==> src/rtl/timer_counter.sv <==
// Memory-mapped down-counting timer with one-shot and auto-reload modes.
// Three registers (CTRL, PRESET, COUNT) are decoded from addr[3:2]; irq = irq_flag & CTRL.IM.
module timer_counter (
  input  logic        clk,
  input  logic        reset,
  input  logic [31:0] addr,
  input  logic        we,
  input  logic [31:0] din,
  output logic [31:0] dout,
  output logic        irq
);

  typedef enum logic [1:0] {
    S_IDLE = 2'd0,
    S_LOAD = 2'd1,
    S_CNT  = 2'd2,
    S_INT  = 2'd3
  } state_t;

  localparam logic [1:0] A_CTRL   = 2'd0;
  localparam logic [1:0] A_PRESET = 2'd1;
  localparam logic [1:0] A_COUNT  = 2'd2;

  state_t      r_state;
  state_t      w_state_nxt;
  logic        r_en;
  logic [1:0]  r_mode;
  logic        r_im;
  logic [31:0] r_preset;
  logic [31:0] r_count;
  logic        r_irq_flag;

  logic        w_wr_ctrl;
  logic        w_wr_preset;
  logic        w_auto;
  logic        w_cnt_zero;
  logic        w_load;
  logic        w_dec;
  logic        w_set_flag;
  logic        w_clr_en;
  logic        w_reload_clr;
  logic        w_unused_addr;

  assign w_wr_ctrl     = we && (addr[3:2] == A_CTRL);
  assign w_wr_preset   = we && (addr[3:2] == A_PRESET);
  assign w_auto        = (r_mode == 2'd1);
  assign w_cnt_zero    = (r_count == 32'd0);
  assign w_unused_addr = ^{addr[31:4], addr[1:0]};

  // NOTE: sequential state uses non-blocking assignments so every flop samples pre-edge values.
  always_ff @(posedge clk or negedge reset) begin
    if (!reset) r_state <= S_IDLE;
    else        r_state <= w_state_nxt;
  end

  // NOTE: every combinational output gets a default first so no latch is inferred.
  always_comb begin
    w_state_nxt = r_state;
    case (r_state)
      S_IDLE: if (r_en) w_state_nxt = S_LOAD;
      S_LOAD: w_state_nxt = S_CNT;
      S_CNT: begin
        if (!r_en)           w_state_nxt = S_IDLE;
        else if (w_cnt_zero) w_state_nxt = S_INT;
      end
      S_INT:  w_state_nxt = w_auto ? S_LOAD : S_IDLE;
      default: w_state_nxt = S_IDLE;
    endcase
  end

  always_comb begin
    w_load       = 1'b0;
    w_dec        = 1'b0;
    w_set_flag   = 1'b0;
    w_clr_en     = 1'b0;
    w_reload_clr = 1'b0;
    case (r_state)
      S_LOAD: w_load = 1'b1;
      S_CNT: begin
        w_dec      = r_en && !w_cnt_zero;
        w_set_flag = r_en &&  w_cnt_zero;
      end
      S_INT: begin
        w_clr_en     = !w_auto;
        w_reload_clr =  w_auto;
      end
      default: ;
    endcase

    dout = 32'd0;
    case (addr[3:2])
      A_CTRL:   dout = {28'd0, r_im, r_mode, r_en};
      A_PRESET: dout = r_preset;
      A_COUNT:  dout = r_count;
      default:  dout = 32'd0;
    endcase

    irq = r_irq_flag && r_im;
  end

  // A software CTRL write overrides the one-shot EN clear on the same edge.
  always_ff @(posedge clk or negedge reset) begin
    if (!reset) begin
      r_en   <= 1'b0;
      r_mode <= 2'd0;
      r_im   <= 1'b0;
    end else if (w_wr_ctrl) begin
      r_en   <= din[0];
      r_mode <= din[2:1];
      r_im   <= din[3];
    end else if (w_clr_en) begin
      r_en   <= 1'b0;
    end
  end

  always_ff @(posedge clk or negedge reset) begin
    if (!reset)           r_preset <= 32'd0;
    else if (w_wr_preset) r_preset <= din;
  end

  always_ff @(posedge clk or negedge reset) begin
    if (!reset)      r_count <= 32'd0;
    else if (w_load) r_count <= r_preset;
    else if (w_dec)  r_count <= r_count - 32'd1;
  end

  // Setting on zero detect beats any clear on the same edge.
  always_ff @(posedge clk or negedge reset) begin
    if (!reset)
      r_irq_flag <= 1'b0;
    else if (w_set_flag)
      r_irq_flag <= 1'b1;
    else if (w_wr_ctrl || w_wr_preset || w_reload_clr)
      r_irq_flag <= 1'b0;
  end

endmodule

==> config.mk <==
export PLATFORM = sky130hd
export DESIGN_NAME = timer_counter
export DESIGN_NICKNAME = d
export VERILOG_FILES = /design/src/rtl/timer_counter.sv
export SDC_FILE = /design/constraint.sdc
export NUM_CORES = 1
export LEC_CHECK = 0
export CAP_MARGIN = 20
export CORE_MARGIN = 2
export CORE_UTILIZATION = 44
export DETAILED_ROUTE_END_ITERATION = 12
export MAX_ROUTING_LAYER = met4
export PLACE_DENSITY = 0.76
export SLEW_MARGIN = 30
export SYNTH_ARGS = -nofsm -noshare
export SYNTH_HDL_FRONTEND = slang
export SYNTH_SLANG_ARGS = --single-unit
==> constraint.sdc <==
create_clock -name clk -period 2.8 [get_ports clk]
set_input_delay 0.28 -clock clk [delete_from_list [all_inputs] [get_ports clk]]
set_output_delay 0.28 -clock clk [all_outputs]
set_load 0.01 [all_outputs]
==> results.md, run 1 <==
- Worst path buffer plus inverter count: 1
- Synth Warn #: 0
- Count of flip-flops with a built-in enable after synthesis: 0
- Vias in the first global route: 3228
- Reg clk slew, reported paths: 0.08 ns
- Top FF cell, synth: dfrtp_1
- Netlist cell types: 48
- Synth area leaders: dfrtp_1 (47%), mux2_2 (10%), a22o_1 (6.3%), nand2_1 (4.4%), o21ai_0 (2.8%)
- Status: completed
- Reg2reg end: r_count[30]$_DFFE_PN0P_
- Die width: 96.5 um
- Crit. End Element: flop
- Area leader, netlist: dfrtp_1
- Fmax: 373 MHz
- Drt total wl: 9.30 mm
- Mapped Cells: 365
- Drt drc: 0
- CP Cell Sequence: or4_4 > or3_1 > or3_4 > buf_4 > o311ai_0 > o211ai_1
- PnR worst setup slack: 0.119 ns
- Seq/Total Area, Yosys: 0.472
- Cells resized by post-CTS repair: 0
- Critical Path RT: 3.00 ns
- Setup CP Type: reg -> reg
- Die Span Y: 96.5 um
- Async SR Flop Fraction: 1.00
- Largest net degree at the start of global routing: 34
- Clk sink count: 71
- Post-CTS Setup Bufs: 0
- Gate power share: 0.375
- Period utilization: 0.957
- Critical path depth: 6
- Kind of cell adding the most delay to the critical path: simple AND/OR/NAND/NOR gates
- DR WL/cell: 16.7 um
- Inserted Diodes: 0
- Post-Syn Area: 3760 um^2
- Net switching component of the power: 1.47 mW
- CTS max path bufs: 2
- Number of I/O port buffers: 69
- Max-cap violations: 0
- Clock Power Share: 0.217
- RSZ-0062 raised after global routing: no
- Clk_lat worst skew: 0.35 ns
- Worst path slowest cell: or4_4
- Slew Limit Fails: 0
- Core Footprint: 8260 um^2
- Yosys top cell area share: 0.472
- Internal: 2.66 mW
- Pwr dens: 842 nW/um^2
- I/O Pins: 100
- Crit path max fanout: 5
- P_leak: 1.98 nW
- Routed Antenna Nets: 0
- Worst-Margin Slew: 0.896 ns
- Worst VDD drop: 0.000371 V
- Setup tns final: 0 ns
- Total Power Consumption: 4.14 mW
- CTS tree: yes
- Crit path time final: 2.68 ns
- CP arrival: 2.88 ns
- Die area: 9310 um^2
- Sw Ratio: 0.356
- Sequential Power Share: 0.409
- Max-slew headroom: 0.403
- H-tree lvl count: 3
- Gp weighted congestion: 0.866
- R2R depth: 6
- Final hold violations: 0
- Final setup fails: 0
- Vias per cell: 5.70
- Hold/Removal Path Class: in -> async
- Critical path launch point type: flop
- Overall routing resource usage: 0.218
- Initial core utilization: 0.456
- Dpl hpwl: 6.63 mm
- DRT Pass-1 Iters: 4
- Final Skew: 0.00964 ns
- Initial antenna violation count: 0
- First-pass GRT wire length: 15.3 mm
- Syn Nets: 433
- Num CTS Buffers: 9
- Yosys reg bits: 71
- CP peak stage delay: 0.59 ns
- Syn-to-layout area delta: 30.5%
- Number of DRC markers in iteration 0: 161
- Syn Area/Cell: 10.3 um^2
- Critical R2R Launch: r_count[6]$_DFFE_PN0P_
- R2R Setup Slk: 0.12 ns
- Layout cells sized above 1: 0.203
- Final net count: 516
- DR vias: 3181
- Worst slack, placed: 0.116 ns
- CTS root buf: clkbuf_8
- Total grt overflow: 0
- Site row count: 33
[cell usage after synthesis, types with 2 or more instances]
cell type / n
nand3_1: 17
nor2b_1: 5
clkbuf_1: 14
a21oi_1: 10
o311ai_0: 2
nand4_1: 2
o211ai_1: 10
or3_1: 3
mux2_2: 35
or2_2: 2
a22o_1: 27
buf_6: 3
nand2b_1: 6
nor3_1: 16
or4_1: 2
nor4_1: 9
o21ai_0: 21
nor2_1: 14
and2_1: 2
xnor2_1: 9
inv_1: 3
a32oi_1: 3
o2bb2a_1: 2
dfrtp_1: 71
a31oi_1: 2
mux2i_1: 4
or4_4: 4
nand2_1: 44
buf_1: 4
[metal layers]
metal / vias to the layer above / wire length [um] / track usage
met4: 0 / 143 / 0.0845
met3: 11 / 373 / 0.0334
met2: 70 / 4690 / 0.361
li1: 1526 / - / -
met5: - / 0 / -
met1: 1574 / 4090 / 0.272
[worst max path at each step]
stage                     slack [ns]               startpoint                 endpoint
after floorplan                 0.20  r_count[10]$_DFFE_PN0P_  r_count[26]$_DFFE_PN0P_
after global placement          0.14  r_count[27]$_DFFE_PN0P_  r_count[13]$_DFFE_PN0P_
after detailed placement        0.12  r_count[27]$_DFFE_PN0P_  r_count[19]$_DFFE_PN0P_
after CTS                       0.09  r_count[27]$_DFFE_PN0P_  r_count[19]$_DFFE_PN0P_
after global routing            0.03   r_count[6]$_DFFE_PN0P_  r_count[30]$_DFFE_PN0P_
final                           0.12   r_count[6]$_DFFE_PN0P_  r_count[30]$_DFFE_PN0P_
[cell usage in the layout, fill, tap and decap left out, types with 6 or more instances in the layout]
cell type and instances:
xnor2_1 9, nor2_1 14, a22o_1 27, nand2b_1 6
nor3_1 16, o21ai_0 21, nor4_1 9, nand2_1 44
clkdlybuf4s50_1 68, buf_4 24, a21oi_1 10, clkbuf_8 14
o211ai_1 10, dfrtp_1 71, mux2_2 35, nand3_1 17
[sequential cells by signal (all words and copies together), names as in the netlist]
name / count
r_count: 32
r_mode: 2
r_state: 2
r_en: 1
r_irq_flag: 1
r_im: 1
r_preset: 32
[per-stage QoR]
stage	area (um^2)	utilization	hold slack (ns)	std cells
2_1_floorplan	3760	-	-0.0156	365
3_3_place_gp	4680	0.566	0.322	541
3_5_place_dp	4680	0.566	0.339	541
4_1_cts	4910	0.595	0.498	558
5_1_grt	4910	0.595	0.527	558
6_report	4910	0.595	0.483	558
[power by group through the flow]
stage                     Sequential [mW]  Combinational, mW  Clock, mW
after detailed placement             1.70               1.54          0
after global placement               1.68               1.49          0
after global routing                 1.74               1.71      0.960
after floorplan                      1.63              0.979          0
final                                1.69               1.55      0.896
after CTS                            1.68               1.56      0.914
[logic make-up (layout without fill, tap and decap cells)]
kind of cell,after synthesis,after routing,share of synthesized area
and+or+nand+nor,130,130,0.174
DFF,71,71,0.472
muxes,39,39,0.115
buffers and inverters,26,114,0.0332
xor gates and xnor gates,10,10,0.0233
adders and majority gates,1,1,0.00332
AOI/OAI and AO/OA,88,88,0.178
[worst register-to-register path, delay by kind of cell, from the launching register on]
family,cells,cell delay (ns)
buffers and inverters,1,0.16
flip-flops,1,0.41
AO/OA/AOI/OAI,2,0.53
AND/OR/NAND/NOR,3,1.44
[area by class of cell]
class,instances,area [um^2]
Clock buffer,14,193
Clock inverter,2,35.0
Fill cell,740,3340
Inverter,3,11.3
Multi-Input combinational cell,268,1870
Sequential cell,71,1780
Tap cell,105,131
Timing Repair Buffer,95,896
[what timing repair did]
action | in CTS | in global routing
hold endpoints to repair | 25 | 0
endpoints found under the setup margin | 0 | 3
hold buffers | 1 | 0
No activity file was read; power rests on OpenSTA's default activity.
==> run 2: changes to the inputs <==
--- a/config.mk
+++ b/config.mk
@@ -9,4 +9,5 @@
 export CORE_MARGIN = 2
 export CORE_UTILIZATION = 44
+export CTS_CLUSTER_SIZE = 40
 export DETAILED_ROUTE_END_ITERATION = 12
 export MAX_ROUTING_LAYER = met4
==> constraint.sdc (replaced) <==
create_clock -name clk -period 2.8 [get_ports clk]
set_input_delay 0.28 -clock clk [delete_from_list [all_inputs] [get_ports clk]]
set_output_delay 0.28 -clock clk [all_outputs]
set_load 0.05 [all_outputs]
==> results.md, run 2 (synthesis results as in run 1) <==
- Post-CTS Setup Bufs: 0 (unchanged)
- Dpl cell area: 4970 um^2 (+6.3%)
- DR WL/cell: 16.7 um (about the same)
- Setup tns final: 0 ns (unchanged)
- Final non-filler cell total: 557 (-0.18%)
- Hold/Removal Path Class: in -> async
- Routed Antenna Nets: 0 (unchanged)
- Number of DRC markers in iteration 0: 199 (+24%)
- CTS max path bufs: 2 (unchanged)
- I/O Pins: 100 (unchanged)
- Gate power share: 0.444 (+0.069)
- Final setup fails: 0 (unchanged)
- Sw Ratio: 0.391 (+0.0351)
- Final hold violations: 0 (unchanged)
- Crit path max fanout: 16 (+11)
- Cells resized by post-CTS repair: 0 (unchanged)
- Sequential Power Share: 0.370 (-0.039)
- Worst VDD drop: 0.000422 V (+14%)
- Dpl hpwl: 6.54 mm (-1.3%)
- Max-slew headroom: 0.511 (+0.108)
- First-pass GRT wire length: 15.6 mm (+2.4%)
- Status: completed
- Reg clk slew, reported paths: 0.07 ns (about the same)
- Crit. End Element: flop
- Vias per cell: 5.83 (+2.3%)
- Clk sink count: 71 (unchanged)
- Worst path slowest cell: o41a_4
- Largest regs: r_count x32, r_preset x32
- Core Footprint: 8260 um^2 (unchanged)
- Drt drc: 0 (unchanged)
- Drt total wl: 9.28 mm (-0.18%)
- CTS root buf: clkbuf_8
- Internal: 2.80 mW (+5.1%)
- Vias in the first global route: 3304 (+2.4%)
- Worst slack, placed: 0.122 ns (+0.00618 ns)
- Period utilization: 0.964 (+0.00692)
- R2R depth: 6 (unchanged)
- Site row count: 33 (unchanged)
- R2R Setup Slk: 0.1 ns (-0.02 ns)
- Final core occ: 0.630 (+0.0345)
- H-tree lvl count: 3 (unchanged)
- Die width: 96.5 um (unchanged)
- Cts-stage hold buffer count: 1 (unchanged)
- Die area: 9310 um^2 (unchanged)
- CP dominant cell by count: or4_4
- Critical R2R Launch: r_count[27]$_DFFE_PN0P_
- Number of I/O port buffers: 69 (unchanged)
- Overall routing resource usage: 0.224 (+0.00554)
- P_leak: 2.13 nW (+7.2%)
- DRT Pass-1 Iters: 4 (unchanged)
- CP arrival: 2.97 ns (+0.09 ns)
- Most frequent cells in the layout: dfrtp_1 (71), nand2_1 (44), clkdlybuf4s50_1 (36)
- Crit path time final: 2.70 ns (+0.0194 ns)
- Max-cap violations: 0 (unchanged)
- CTS tree: yes
- CP peak stage delay: 0.63 ns (+0.04 ns)
- CP Cell Sequence: or4_4 > or4_4 > o41a_4 > nor2_2 > o21ai_0 > o211ai_1
- Num CTS Buffers: 9 (unchanged)
- Total Power Consumption: 4.60 mW (+11%)
- Critical Path RT: 3.07 ns (+0.07 ns)
- Fmax: 370 MHz (-0.72%)
- Setup CP Type: reg -> reg
- Final net count: 515 (-0.19%)
- Commonest non-fill, non-tap cell in the layout: dfrtp_1
- Initial antenna violation count: 0 (unchanged)
- Pwr dens: 884 nW/um^2 (+5.0%)
- Clock Power Share: 0.186 (-0.031)
- Slew Limit Fails: 0 (unchanged)
- Post-route design area: 5200 um^2 (+5.8%)
- Total grt overflow: 0 (unchanged)
- Worst-Margin Slew: 0.731 ns (-0.165 ns)
- # placed instances: 539 (-0.37%)
- Inserted Diodes: 0 (unchanged)
- RSZ-0062 raised after global routing: no
- Clk_lat worst skew: 0.35 ns (about the same)
- Worst Setup SP: r_count[27]$_DFFE_PN0P_
- Net switching component of the power: 1.80 mW (+22%)
- Final Skew: 0.00737 ns (-0.00227 ns)
- Initial core utilization: 0.456 (unchanged)
- Layout cells sized above 1: 0.270 (+0.0668)
- Die Span Y: 96.5 um (unchanged)
- Gp weighted congestion: 0.909 (+5.0%)
- DR vias: 3248 (+2.1%)
- Largest net degree at the start of global routing: 33 (-2.9%)
- Critical path launch point type: flop
- Reg2reg end: r_count[21]$_DFFE_PN0P_
- PnR worst setup slack: 0.0999 ns (-0.0194 ns)
- Syn-to-layout area delta: 38.1%
- WHS: 0.490 ns (+0.00682 ns)
-- run 2: cell types whose count changed in the layout (fill, tap and decap cells not counted) --
cell / change
buf_6: +1
clkdlybuf4s50_1: -32
buf_12: +31
clkinv_2: +1
clkbuf_8: -2
buf_4: -1
clkbuf_1: +1
-- run 2: layout make-up --
cell class                      instances  area [um^2]
Fill cell                             688         3060
Multi-Input combinational cell        268         1870
Sequential cell                        71         1780
Timing Repair Buffer                   94         1200
Clock buffer                           13          169
Tap cell                              105          131
Clock inverter                          3         40.0
Inverter                                3         11.3
-- run 2: layer usage --
layer | global-route usage | wire length, um | up-vias
met2 | 0.362 | 4650 | 82
met4 | 0.101 | 148 | 0
met3 | 0.0155 | 400 | 12
met1 | 0.292 | 4080 | 1628
met5 | - | 0 | -
li1 | - | - | 1526
-- run 2: power groups by stage --
stage          combinational, mW  sequential [mW]  clock, mW
2_1_floorplan               1.25             1.63          0
3_3_place_gp                1.97             1.68          0
4_1_cts                     2.04             1.69      0.865
5_1_grt                     2.20             1.75      0.906
6_report                    2.04             1.70      0.854
3_5_place_dp                2.03             1.71          0
-- run 2: worst max-delay path by stage --
stage	cells after the start	to
global placement	6	r_count[17]$_DFFE_PN0P_
detailed placement	6	r_count[26]$_DFFE_PN0P_
floorplan	7	r_count[26]$_DFFE_PN0P_
CTS	6	r_count[21]$_DFFE_PN0P_
finish	6	r_count[21]$_DFFE_PN0P_
global route	6	r_count[21]$_DFFE_PN0P_
-- run 2: critical path, delay by kind of cell, from the launching register on --
kind	cells	cell delay, ns
AO/OA/AOI/OAI	3	0.87
flip-flops	1	0.40
AND/OR/NAND/NOR	3	1.35
